<file path="config.mk">
export PLATFORM = sky130hd
export DESIGN_NAME = mem_port_arbiter
export DESIGN_NICKNAME = d
export VERILOG_FILES = /design/src/rtl/mem_port_arbiter.sv
export SDC_FILE = /design/constraint.sdc
export NUM_CORES = 1
export LEC_CHECK = 0
export ABC_AREA = 1
export CAP_MARGIN = 15
export CORE_MARGIN = 2
export CORE_UTILIZATION = 36
export DETAILED_ROUTE_END_ITERATION = 12
export GPL_ROUTABILITY_DRIVEN = 0
export PLACE_DENSITY = 0.82
export SKIP_LAST_GASP = 1
export SYNTH_ARGS = -nofsm -noshare
export SYNTH_HDL_FRONTEND = slang
export SYNTH_SLANG_ARGS = --single-unit
</file>
<file path="constraint.sdc">
create_clock -name clk -period 2.35 [get_ports clk]
set_clock_uncertainty 0.15 [all_clocks]
set_input_delay 0.235 -clock clk [delete_from_list [all_inputs] [get_ports clk]]
set_output_delay 0.235 -clock clk [all_outputs]
set_load 0.02 [all_outputs]
</file>
<file path="src/rtl/mem_port_arbiter.sv">
// mem_port_arbiter
//   Serialises independent read/write requests from NUM_PORTS requesters
//   onto one single-ported synchronous memory whose read data arrives
//   MEM_LATENCY cycles after the access strobe. Winners are picked
//   round-robin. A port with both a read and a write pending is served
//   write first.
//
// Handshake: a requester holds req_read/req_write (with address and data)
//   as a level. The block answers with a one-cycle req_*_ready pulse. The
//   requester must drop or replace the request in the cycle after the
//   pulse, because a request still present in the following IDLE cycle is
//   granted again as a new one. Address/data are sampled only at grant.
//
// Ports:
//   clk, reset            clock, asynchronous active-high reset
//   req_read/_address     per-port read request and address (packed buses)
//   req_write/_address/_value  per-port write request, address, data
//   req_read_ready/_value per-port read completion pulse and held data
//   req_write_ready       per-port write commit pulse
//   mem_en/_we/_addr/_wdata  memory command (all registered)
//   mem_rdata             memory read data
//   dbg_state             current FSM state (IDLE=0 ACCESS=1 WAIT=2 DONE=3)
module mem_port_arbiter #(
   parameter int ADDR_WIDTH  = 16,
   parameter int DATA_WIDTH  = 16,
   parameter int NUM_PORTS   = 2,
   parameter int MEM_LATENCY = 1
) (
   input  logic                             clk,
   input  logic                             reset,
   input  logic [NUM_PORTS-1:0]             req_read,
   input  logic [NUM_PORTS*ADDR_WIDTH-1:0]  req_read_address,
   input  logic [NUM_PORTS-1:0]             req_write,
   input  logic [NUM_PORTS*ADDR_WIDTH-1:0]  req_write_address,
   input  logic [NUM_PORTS*DATA_WIDTH-1:0]  req_write_value,
   output logic [NUM_PORTS-1:0]             req_read_ready,
   output logic [NUM_PORTS*DATA_WIDTH-1:0]  req_read_value,
   output logic [NUM_PORTS-1:0]             req_write_ready,
   output logic                             mem_en,
   output logic                             mem_we,
   output logic [ADDR_WIDTH-1:0]            mem_addr,
   output logic [DATA_WIDTH-1:0]            mem_wdata,
   input  logic [DATA_WIDTH-1:0]            mem_rdata,
   output logic [1:0]                       dbg_state
);

   localparam int PW = (NUM_PORTS > 1) ? $clog2(NUM_PORTS) : 1;
   localparam int CW = (MEM_LATENCY > 1) ? $clog2(MEM_LATENCY) : 1;

   typedef enum logic [1:0] {
      S_IDLE   = 2'd0,
      S_ACCESS = 2'd1,
      S_WAIT   = 2'd2,
      S_DONE   = 2'd3
   } state_t;

   state_t                 state_q, state_d;
   logic [PW-1:0]          grant_q, grant_d;
   logic [PW-1:0]          last_q, last_d;
   logic                   op_we_q, op_we_d;
   logic [CW-1:0]          cnt_q, cnt_d;
   logic                   mem_en_q, mem_en_d;
   logic                   mem_we_q, mem_we_d;
   logic [ADDR_WIDTH-1:0]  mem_addr_q, mem_addr_d;
   logic [DATA_WIDTH-1:0]  mem_wdata_q, mem_wdata_d;
   logic [NUM_PORTS-1:0]   rready_q, rready_d;
   logic [NUM_PORTS-1:0]   wready_q, wready_d;
   logic [DATA_WIDTH-1:0]  rval_q [NUM_PORTS];
   logic [DATA_WIDTH-1:0]  rval_d [NUM_PORTS];

   // Unpacked views of the per-port buses
   logic [ADDR_WIDTH-1:0]  rd_addr_a [NUM_PORTS];
   logic [ADDR_WIDTH-1:0]  wr_addr_a [NUM_PORTS];
   logic [DATA_WIDTH-1:0]  wr_val_a  [NUM_PORTS];

   for (genvar p = 0; p < NUM_PORTS; p++) begin : g_port
      assign rd_addr_a[p] = req_read_address[p*ADDR_WIDTH +: ADDR_WIDTH];
      assign wr_addr_a[p] = req_write_address[p*ADDR_WIDTH +: ADDR_WIDTH];
      assign wr_val_a[p]  = req_write_value[p*DATA_WIDTH +: DATA_WIDTH];
      assign req_read_value[p*DATA_WIDTH +: DATA_WIDTH] = rval_q[p];
   end

   // Round-robin search: first pending port after last_q, wrapping.
   logic [NUM_PORTS-1:0]   pending;
   logic [PW-1:0]          idx;
   logic [PW-1:0]          win;
   logic                   found;

   always_comb begin
      pending = req_read | req_write;
      idx     = '0;
      win     = '0;
      found   = 1'b0;
      for (int i = 1; i <= NUM_PORTS; i++) begin
         idx = PW'((int'(last_q) + i) % NUM_PORTS);
         if (!found && pending[idx]) begin
            found = 1'b1;
            win   = idx;
         end
      end
   end

   always_comb begin
      state_d     = state_q;
      grant_d     = grant_q;
      last_d      = last_q;
      op_we_d     = op_we_q;
      cnt_d       = cnt_q;
      mem_en_d    = 1'b0;
      mem_we_d    = 1'b0;
      mem_addr_d  = mem_addr_q;
      mem_wdata_d = mem_wdata_q;
      rready_d    = '0;
      wready_d    = '0;
      rval_d      = rval_q;
      case (state_q)
         S_IDLE: begin
            if (found) begin
               grant_d     = win;
               last_d      = win;
               op_we_d     = req_write[win];
               mem_addr_d  = req_write[win] ? wr_addr_a[win] : rd_addr_a[win];
               mem_wdata_d = wr_val_a[win];
               // Strobe and write pulse are registered so they appear
               // together in the ACCESS cycle.
               mem_en_d       = 1'b1;
               mem_we_d       = req_write[win];
               wready_d[win]  = req_write[win];
               state_d        = S_ACCESS;
            end
         end
         S_ACCESS: begin
            if (op_we_q) begin
               state_d = S_IDLE;
            end else begin
               cnt_d   = CW'(MEM_LATENCY - 1);
               state_d = S_WAIT;
            end
         end
         S_WAIT: begin
            // The last WAIT cycle is the one in which mem_rdata is valid.
            if (cnt_q == '0) begin
               rval_d[grant_q]   = mem_rdata;
               rready_d[grant_q] = 1'b1;
               state_d           = S_DONE;
            end else begin
               cnt_d = cnt_q - 1'b1;
            end
         end
         S_DONE: begin
            state_d = S_IDLE;
         end
         default: state_d = S_IDLE;
      endcase
   end

   always_ff @(posedge clk or posedge reset) begin
      if (reset) begin
         state_q     <= S_IDLE;
         grant_q     <= '0;
         last_q      <= PW'(NUM_PORTS - 1);
         op_we_q     <= 1'b0;
         cnt_q       <= '0;
         mem_en_q    <= 1'b0;
         mem_we_q    <= 1'b0;
         mem_addr_q  <= '0;
         mem_wdata_q <= '0;
         rready_q    <= '0;
         wready_q    <= '0;
         for (int p = 0; p < NUM_PORTS; p++) rval_q[p] <= '0;
      end else begin
         state_q     <= state_d;
         grant_q     <= grant_d;
         last_q      <= last_d;
         op_we_q     <= op_we_d;
         cnt_q       <= cnt_d;
         mem_en_q    <= mem_en_d;
         mem_we_q    <= mem_we_d;
         mem_addr_q  <= mem_addr_d;
         mem_wdata_q <= mem_wdata_d;
         rready_q    <= rready_d;
         wready_q    <= wready_d;
         for (int p = 0; p < NUM_PORTS; p++) rval_q[p] <= rval_d[p];
      end
   end

   assign req_read_ready  = rready_q;
   assign req_write_ready = wready_q;
   assign mem_en          = mem_en_q;
   assign mem_we          = mem_we_q;
   assign mem_addr        = mem_addr_q;
   assign mem_wdata       = mem_wdata_q;
   assign dbg_state       = state_q;

endmodule
</file>
==> summary.txt, run 1 <==
Logic synthesis
  – Distinct cells, synth: 22
  – Top cells by area, synth: dfrtp_1 52%, nand2_1 12%, o21ai_0 7.6%
  – Cells after Synth: between 400 and 500
  – Synthesized flop and latch total: 75
  – Register area share after synthesis: 0.527
  – Largest family of logic cells by synthesized area: simple AND/OR/NAND/NOR gates
  – Post-synthesis adder-cell area fraction: 0
  – Post-synthesis simple-gate area fraction: 0.267
  – Yosys top cell area share: 0.519
  – Synth Area in XOR/XNOR: 0
  – Mapped Area: approximately 3600 um^2
  – Mux contribution to synthesized area: 0
  – Compound-Gate Fraction of Synth Area: 0.122
  – Leading area contributor after synthesis: dfrtp_1
  – Synth warn: 0
  – Synth Net Count: ~570
  – Synthesized area per cell: just under 8 um^2

STA
  – F_max: 0.564 GHz
  – Slew Limit Fails: 0
  – Final worst path period share: 0.754
  – Setup TNS: 0 ps
  – Slew @ Worst Pin: around 340 ps
  – Unrepaired setup endpoints after global routing: no
  – Final Hold Viols: 0
  – Setup WS post-layout: roughly 580 ps
  – Final setup viols: 0
  – WHS: just under 300 ps
  – Relative slew slack: 0.775
  – Period minus WS final: around 1800 ps

Setup path
  – Required time of the critical path: slightly below 2000 ps
  – R2r setup slk: 610 ps
  – Worst Setup Path Type: flop to output pin
  – Worst Setup End Kind: output pin
  – Critical path startpoint category: flop
  – Critical Path AT: about 1400 ps
  – CP max stage delay: 650 ps
  – CP delay by family, top: buffers and inverters
  – Slowest library cell on the worst path: clkdlybuf4s50_1
  – CP Buf/Inv Count: 1
  – Critical-path maximum fanout: 4
  – Worst-path cell chain: clkdlybuf4s50_1

Clock tree
  – CTS buffer count: 9
  – Worst-skew pair later-pin latency: 330 ps
  – Clk buf depth: 2
  – Clock Pin Slew Worst Setup and Hold Paths: ~80 ps
  – Post-CTS Setup Bufs: 0
  – Clk root buf: clkbuf_8
  – # clock sinks: between 70 and 80
  – # resized after CTS: 0
  – CTS tree: yes
  – H-Tree Depth: 3

Final layout
  – Final cell count without fillers: 781
  – Fraction of layout cells with a size suffix above 1: 0.0602
  – Layout fillers: 819
  – Diode count: 0
  – P&R area growth vs syn: 62.9%
  – Nets: 761

Global routing
  – Total grt overflow: 0
  – Initial antenna violation count: 0
  – Met2 Usage GRT: 0.342
  – GRT busiest layer: met2
  – Gr usage total: 0.196
  – First-pass GRT wire length: 17200 um
  – Met3 Track Usage GR: 0.0396
  – Largest net degree at the start of global routing: between 40 and 50
  – Vias in the first global route: 3571
  – GR met1 Demand/Resource: 0.236

Routing
  – Initial DRC Count: 153
  – Vias per inst: about 4.7
  – Drt drc: 0
  – ANT nets after route: 0
  – Drt first pass iters: 4
  – Via Count: around 3.7k
  – Drt wl/cell: between 10 and 15 um
  – Routed WL: roughly 10000 um

Placement
  – Final HPWL DP: a little under 8000 um
  – Dpl cells: roughly 760
  – I/O Buffers: roughly 190
  – Place WS: 272 ps

Floorplan
  – Full die area: roughly 11000 um^2
  – Chip Width: roughly 100 um
  – Core Region: 9680 um^2
  – DIE HEIGHT: between 100 and 150 um
  – Initial Util: 0.368
  – I/O Pins: 190
  – Std-Cell Rows: 36

Pwr
  – Pwr Total: 7.24 mW
  – Peak supply drop: 0.516 mV
  – Leakage: approximately 2.7 nW
  – P per Cell Area: between 1000 and 1500 nW/um^2

Run status
  – Result of the run: finished, final reports clean

Hold path
  – Hold crit path type: flop to flop

Run
  – Max-cap violations: 0
path summary, 6_finish.rpt:
path / from / end / cells after the start
setup / recovery: dbg_state[0] / dbg_state[0] / 1
max in group asynchronous: reset / last_q / 4
hold / removal: grant_q / req_read_ready[0] / 1
hold reg to reg: grant_q / req_read_ready[0] / 1
setup reg to reg: last_q / mem_addr[13] / 7
min in group asynchronous: reset / req_read_value[8] / 3
stage by stage:
stage / util / instance area, um^2
after global placement: 0.577 / 5590
after floorplan: - / 3560
final: 0.600 / 5810
after global routing: 0.600 / 5810
after detailed placement: 0.577 / 5590
after CTS: 0.600 / 5810
where the power goes:
part | leakage, nW | total, mW | internal, mW | switching [mW]
clock network | 0.107 | 1.02 | 0.529 | 0.491
logic | 1.67 | 3.93 | 1.76 | 2.17
registers | 0.907 | 2.29 | 1.93 | 0.358
total | 2.68 | 7.24 | 4.22 | 3.02
sequential cells by signal (all words and copies together) (netlist names), named ones only:
name and cells:
op_we_q 1, mem_wdata 16, dbg_state 1, req_write_ready 2
mem_addr 16, mem_we 1, mem_en 1, last_q 1
grant_q 1, req_read_value 32, req_read_ready 2
placed cells by master (no fill, tap or decap), drive strengths merged, types with 4 or more instances in the layout:
master	n
nand2	122
dfrtp	74
o21ai	67
nand3	34
inv	45
buf	10
clkdlybuf4s50	189
a21oi	16
clkbuf	10
nor2	71
clkinv	4
timing repair:
item                       CTS  global route
setup endpoints to repair    0             0
hold buffers                 1             0
hold endpoints to repair     6             0
area by class of cell:
cell class                      count  area [um^2]  share of cell area
Clock buffer                       10          138              0.0237
Clock inverter                      6         70.1              0.0121
Inverter                           44          166              0.0287
Timing Repair Buffer              200         2000               0.345
Sequential cell                    75         1880               0.323
Multi-Input combinational cell    313         1390               0.239
Tap cell                          133          166              0.0287
logic make-up (layout without fill, tap and decap cells):
| group | count (synthesis) | count (layout) |
|---|---|---|
| buffers and inverters | 68 | 260 |
| and+or+nand+nor | 229 | 229 |
| AOI/OAI and AO/OA | 84 | 84 |
| DFF | 75 | 75 |
layer usage:
layer | wire length [um] | share of wire | vias to the layer above
li1 | - | - | 1806
met1 | 4230 | 0.41 | 1688
met2 | 5130 | 0.49 | 184
met3 | 766 | 0.074 | 21
met4 | 244 | 0.024 | 0
met5 | 0 | 0 | -
worst register-to-register path, stage by stage, from the launching register on:
cell and delay (ps):
dfstp_2 570, o21ai_4 80, nand2_4 210, buf_4 290
nand2_1 80, nand2_1 60, nand2_1 70, a21oi_1 160
cell usage after synthesis:
master    instances
buf_2             9
inv_2             3
o21ai_4           1
nand2_2           2
nor2_1           69
o21ai_1          12
nand2_1         118
dfstp_2           1
a21oi_1          16
inv_1            41
nor2_4            1
o21bai_1          1
nand3_1          34
nand2_4           2
nor2_8            1
and2_4            1
nor3_1            1
dfrtp_1          74
clkbuf_1          8
buf_6             2
o21ai_0          54
buf_4             5
No activity file was read; power rests on OpenSTA's default activity.
==> inputs of run 2 (changes only) <==
--- a/config.mk
+++ b/config.mk
@@ -8,10 +8,10 @@
 export ABC_AREA = 1
 export CAP_MARGIN = 15
 export CORE_MARGIN = 2
-export CORE_UTILIZATION = 36
+export CORE_UTILIZATION = 39
 export DETAILED_ROUTE_END_ITERATION = 12
 export GPL_ROUTABILITY_DRIVEN = 0
-export PLACE_DENSITY = 0.82
+export PLACE_DENSITY = 0.84
 export SKIP_LAST_GASP = 1
 export SYNTH_ARGS = -nofsm -noshare
 export SYNTH_HDL_FRONTEND = slang
==> constraint.sdc (replaced) <==
create_clock -name clk -period 1.7 [get_ports clk]
set_clock_uncertainty 0.15 [all_clocks]
set_input_delay 0.17 -clock clk [delete_from_list [all_inputs] [get_ports clk]]
set_output_delay 0.17 -clock clk [all_outputs]
set_load 0.02 [all_outputs]
==> run 2 against run 1 <==
Global-route usage increased by 2.6 points. First-iteration DRC count shrank 10%. Clock power rose by 25%. Die area is 7.4% lower. Total power grew 39%. Highest routed layer unchanged.
==> summary.txt, run 2 (same netlist as run 1, synthesis figures left out) <==
Run status
  – Result of the run: finished, final reports clean (unchanged)

STA
  – Slew @ Worst Pin: 425 ps (was 336 ps)
  – Final Hold Viols: 0 (unchanged)
  – F_max: approximately 0.60 GHz
  – Relative slew slack: 0.716 (was 0.775)
  – Period minus WS final: about 1700 ps
  – Final setup viols: 0 (unchanged)
  – Slew Limit Fails: 0 (unchanged)
  – Final worst path period share: 0.978
  – Unrepaired setup endpoints after global routing: no (unchanged)

Floorplan
  – Initial Util: 0.405 (was 0.368)
  – I/O Pins: 190 (unchanged)
  – Chip Width: 99.6 um (was 104 um)
  – DIE HEIGHT: 99.6 um (was 104 um)
  – Full die area: 9920 um^2 (was 10700 um^2)
  – Core Region: 8810 um^2 (was 9680 um^2)
  – Std-Cell Rows: 34 (was 36)

Setup path
  – Path depth of the worst reg2reg path: 7 (unchanged)
  – Required time of the critical path: 1380 ps (was 1970 ps)
  – Worst Setup Path Type: flop to output pin (unchanged)
  – Worst-path cell chain: clkdlybuf4s50_1 (unchanged)
  – CP max stage delay: 630 ps (was 650 ps)
  – Worst Setup End Kind: output pin (unchanged)
  – Critical path startpoint category: flop (unchanged)
  – Stages on the worst setup path: 1 (unchanged)
  – Critical-path maximum fanout: 2 (was 4)
  – CP Buf/Inv Count: 1 (unchanged)
  – Critical Path AT: 1340 ps (was 1390 ps)
  – CP delay by family, top: buffers and inverters (unchanged)
  – Slowest library cell on the worst path: clkdlybuf4s50_1 (unchanged)

Routing
  – Initial DRC Count: 137 (was 153)
  – Vias per inst: 4.92 (was 4.74)
  – Drt first pass iters: 4 (unchanged)
  – ANT nets after route: 0 (unchanged)
  – Routed WL: 10900 um (was 10400 um)
  – Via Count: 3776 (was 3699)
  – Drt drc: 0 (unchanged)
  – Drt wl/cell: 14.2 um (was 13.3 um)

Final layout
  – Final cell count without fillers: 768 (was 781)
  – Largest register FFs: 32 (unchanged)
  – Layout fillers: 725 (was 819)
  – Sequential standard cell area: 1880 um^2 (unchanged)
  – Nets: 773 (was 761)
  – Fraction of layout cells with a size suffix above 1: 0.0803 (was 0.0602)
  – Diode count: 0 (unchanged)
  – P&R area growth vs syn: 64.9% (was 62.9%)
  – Multi-input logic area: 1390 um^2 (about the same)
  – Commonest cells after routing, fill and taps aside: 185 x clkdlybuf4s50_1, 117 x nand2_1, 74 x dfrtp_1 (was 189 x clkdlybuf4s50_1, 118 x nand2_1, 74 x dfrtp_1)
  – Most common cell after layout, fill and taps aside: clkdlybuf4s50_1 (unchanged)
  – Fin util: 0.668 (was 0.600)

Hold path
  – Hold crit path type: input port to async pin (was flop to flop)

Placement
  – Final HPWL DP: 8470 um (was 7930 um)
  – Dpl cells: 752 (was 764)
  – I/O Buffers: 189 (unchanged)

Clock tree
  – Clock Pin Slew Worst Setup and Hold Paths: 90 ps (was 80 ps)
  – H-Tree Depth: 3 (unchanged)
  – CTS tree: yes (unchanged)
  – # resized after CTS: 1 (was 0)
  – Post-CTS Setup Bufs: 0 (unchanged)
  – Post-cts hold buffer count: 0 (was 1)
  – Clk root buf: clkbuf_8 (unchanged)
  – Worst-skew pair later-pin latency: 320 ps (was 330 ps)
  – Clk buf depth: 2 (unchanged)
  – # clock sinks: 75 (unchanged)
  – CTS buffer count: 9 (unchanged)

Global routing
  – Largest net degree at the start of global routing: 39 (was 48)
  – Initial antenna violation count: 0 (unchanged)
  – Vias in the first global route: 3934 (was 3571)
  – First-pass GRT wire length: 17800 um (was 17200 um)
  – Gr usage total: 0.221 (was 0.196)
  – Total grt overflow: 0 (unchanged)

Pwr
  – Leakage: 2.76 nW (was 2.68 nW)
  – P per Cell Area: 1710 nW/um^2 (was 1250 nW/um^2)
  – Peak supply drop: 0.881 mV (was 0.516 mV)

Run
  – Max-cap violations: 0 (unchanged)
run 2: cell types whose count changed in the layout (fill, tap and decap cells not counted), moves of 2 or more:
| cell | previous run | this run |
|---|---|---|
| buf_4 | 8 | 19 |
| clkdlybuf4s50_1 | 189 | 185 |
| clkinvlp_4 | 0 | 4 |
| dlymetal6s2s_1 | 0 | 3 |
| buf_12 | 2 | 4 |
| clkinv_4 | 2 | 0 |
run 2: worst paths after layout:
| path | startpoint | endpoint | slack, ps |
|---|---|---|---|
| worst max-delay path | mem_addr[4] | mem_addr[4] | 40 |
| worst min-delay path | reset | mem_wdata[8] | 30 |
| worst max register to register | last_q | mem_addr[10] | 190 |
| worst min register to register | grant_q | req_read_ready[0] | 300 |
| max in group asynchronous | reset | req_read_value[1] | 830 |
| min in group clk | mem_rdata[2] | req_read_value[18] | 270 |
run 2: final cells by class:
| type | instances | share of cell area |
|---|---|---|
| multi-input combinational | 313 | 0.236 |
| tap | 108 | 0.0230 |
| inverter | 44 | 0.0287 |
| sequential | 75 | 0.319 |
| clock buffer | 11 | 0.0258 |
| clock inverter | 5 | 0.00617 |
| timing repair buffer | 212 | 0.361 |
run 2: report_power, final:
part,switching (mW),total [mW],internal (mW),leakage (nW)
sequential,0.491,3.17,2.67,0.907
clock,0.667,1.28,0.613,0.0880
combinational,3.08,5.63,2.55,1.77
total,4.24,10.1,5.84,2.76
run 2: routing by layer:
metal  global-route usage  vias up  share of wire
met4               0.0790        0          0.022
met5                    0        -              0
met2                0.390      187           0.49
met3               0.0555       28          0.079
met1                0.262     1735           0.41
li1                     -     1826              -
run 2: metrics by stage:
step                      hold slack (ps)  TNS, ps  total power, mW  worst slack [ps]  cell area, um^2
final                                32.6        0             10.1              37.5             5880
after detailed placement              285    -2390             8.86              -124             5680
after floorplan                       181        0             6.13               199             3570
after CTS                            35.6        0             10.2              9.70             5870
after global routing                 69.8        0             10.8             0.216             5880
after global placement                275     -586             8.65             -39.4             5680
==> inputs of run 3 (changes only) <==
--- a/config.mk
+++ b/config.mk
@@ -6,11 +6,13 @@
 export NUM_CORES = 1
 export LEC_CHECK = 0
 export ABC_AREA = 1
+export ABC_CLOCK_PERIOD_IN_PS = 1700
 export CAP_MARGIN = 15
 export CORE_MARGIN = 2
 export CORE_UTILIZATION = 39
 export DETAILED_ROUTE_END_ITERATION = 12
 export GPL_ROUTABILITY_DRIVEN = 0
+export MAX_ROUTING_LAYER = met4
 export PLACE_DENSITY = 0.84
 export SKIP_LAST_GASP = 1
 export SYNTH_ARGS = -nofsm -noshare
==> run 3 against run 2 <==
Cell count unchanged. Wire length about the same. Hold slack worse by 1.5 ps. Largest power group unchanged. Combinational power about the same. Flip-flop and latch count unchanged.
==> summary.txt, run 3 (same netlist as run 1, synthesis figures left out) <==
Run status
  – Result of the run: finished, final reports clean (unchanged)

Setup path
  – Required time of the critical path: 1380 ps (about the same)
  – Critical-path maximum fanout: 2 (unchanged)
  – CP Buf/Inv Count: 1 (unchanged)
  – Slowest library cell on the worst path: clkdlybuf4s50_1 (unchanged)
  – Worst Setup End Kind: output pin (unchanged)
  – CP delay by family, top: buffers and inverters (unchanged)
  – Critical path startpoint category: flop (unchanged)
  – Worst-path cell chain: clkdlybuf4s50_1 (unchanged)
  – Critical Path AT: 1340 ps (about the same)
  – Worst Setup Path Type: flop to output pin (unchanged)
  – CP max stage delay: 630 ps (about the same)

Floorplan
  – Chip Width: 99.6 um (unchanged)
  – Std-Cell Rows: 34 (unchanged)
  – I/O Pins: 190 (unchanged)
  – Initial Util: 0.405 (unchanged)
  – Core Region: 8810 um^2 (unchanged)
  – DIE HEIGHT: 99.6 um (unchanged)
  – Full die area: 9920 um^2 (unchanged)

Final layout
  – Diode count: 0 (unchanged)
  – Fin util: 0.668 (unchanged)
  – Nets: 773 (unchanged)
  – Most common cell after layout, fill and taps aside: clkdlybuf4s50_1 (unchanged)
  – Layout fillers: 725 (unchanged)
  – Largest register FFs: 32 (unchanged)
  – Post-route cell area: 5880 um^2 (unchanged)
  – Commonest cells after routing, fill and taps aside: 185 x clkdlybuf4s50_1, 117 x nand2_1, 74 x dfrtp_1 (unchanged)
  – Fraction of layout cells with a size suffix above 1: 0.0803 (unchanged)
  – P&R area growth vs syn: 64.9% (unchanged)

Clock tree
  – # clock sinks: 75 (unchanged)
  – Clk root buf: clkbuf_8 (unchanged)
  – Clk buf depth: 2 (unchanged)
  – Clock Pin Slew Worst Setup and Hold Paths: 90 ps (about the same)
  – H-Tree Depth: 3 (unchanged)
  – Worst-skew pair later-pin latency: 320 ps (about the same)
  – CTS buffer count: 9 (unchanged)
  – Post-CTS Setup Bufs: 0 (unchanged)
  – CTS tree: yes (unchanged)
  – Post-cts hold buffer count: 0 (unchanged)

Pwr
  – Leakage: 2.76 nW (unchanged)
  – Peak supply drop: 0.881 mV (about the same)
  – P per Cell Area: 1710 nW/um^2 (about the same)

STA
  – Period minus WS final: 1660 ps (about the same)
  – Slew Limit Fails: 0 (unchanged)
  – F_max: 0.602 GHz (was 0.601 GHz)
  – Final setup viols: 0 (unchanged)
  – Setup WS post-layout: 38.7 ps (was 37.5 ps)
  – Final worst path period share: 0.977 (was 0.978)
  – Slew @ Worst Pin: 426 ps (was 425 ps)
  – Relative slew slack: 0.715 (was 0.716)
  – Setup TNS: 0 ps (unchanged)
  – Final Hold Viols: 0 (unchanged)
  – Unrepaired setup endpoints after global routing: no (unchanged)

Global routing
  – Vias in the first global route: 3937 (was 3934)
  – Gr usage total: 0.228 (was 0.221)
  – Largest net degree at the start of global routing: 39 (unchanged)
  – First-pass GRT wire length: 17800 um (about the same)
  – Total grt overflow: 0 (unchanged)
  – Initial antenna violation count: 0 (unchanged)

Hold path
  – Hold crit path type: input port to async pin (unchanged)

Routing
  – Vias per inst: 4.91 (was 4.92)
  – Drt wl/cell: 14.2 um (about the same)
  – Drt first pass iters: 4 (unchanged)
  – ANT nets after route: 0 (unchanged)
  – Drt drc: 0 (unchanged)
  – Routed WL: 10900 um (about the same)
  – Initial DRC Count: 117 (was 137)
  – Via Count: 3768 (was 3776)

Placement
  – I/O Buffers: 189 (unchanged)
  – Place WS: -124 ps (unchanged)
  – Final HPWL DP: 8470 um (unchanged)
  – DP Area: 5680 um^2 (unchanged)

Run
  – Max-cap violations: 0 (unchanged)
==> run 3: cell counts in the layout (fill, tap and decap cells not counted) <==
Identical to the previous run, type by type.
==> run 3: what timing repair did <==
action / 4_1_cts / 5_1_grt
setup endpoints to repair: 1 / 11
cloned: 0 / 0
resized for setup: 1 / 4
==> run 3: metal layers <==
metal	vias to the layer above	routed length, um	GRT usage
met5	-	0	-
met4	0	200	0.0790
met3	20	806	0.0415
met2	198	5380	0.391
met1	1724	4480	0.271
li1	1826	-	-
==> run 3: path summary, 6_finish.rpt <==
path                         startpoint            endpoint  slack, ps  depth (start not counted)
min in group clk           mem_rdata[2]  req_read_value[18]        280                          3
max in group asynchronous         reset   req_read_value[6]        830                          3
setup reg to reg                 last_q        mem_addr[10]        180                          7
hold / removal                    reset       mem_wdata[15]         30                          2
setup / recovery            mem_addr[4]         mem_addr[4]         40                          1
hold reg to reg                 grant_q   req_read_ready[0]        300                          1
==> run 3: cell type report <==
class | instances | area [um^2] | share of cell area
repair buffers | 212 | 2120 | 0.361
flip-flops and latches | 75 | 1880 | 0.319
multi-input cells | 313 | 1390 | 0.236
inverters | 44 | 169 | 0.0287
clock buffers | 11 | 151 | 0.0258
well taps | 108 | 135 | 0.0230
clock inverters | 5 | 36.3 | 0.00617
==> run 3: worst reg2reg max path: stages, from the launching register on <==
cell     delay, ps
dfstp_2        570
o21ai_4         90
nand2_4        130
nand2_2         60
nand2_2         90
buf_12         140
nand2_1         50
a21oi_1        150
==> run 3: where the power goes <==
| part | internal [mW] | switching [mW] | leakage (nW) |
|---|---|---|---|
| Combinational | 2.55 | 3.08 | 1.77 |
| Clock | 0.613 | 0.669 | 0.0880 |
| Sequential | 2.67 | 0.491 | 0.907 |
==> run 3: through the flow <==
stage               hold slack, ps  power [mW]  std cells
finish                        31.1        10.1        768
global route                  69.8        10.8        768
CTS                           35.6        10.2        768
detailed placement             285        8.86        752
global placement               275        8.65        752
floorplan                      181        6.13        456
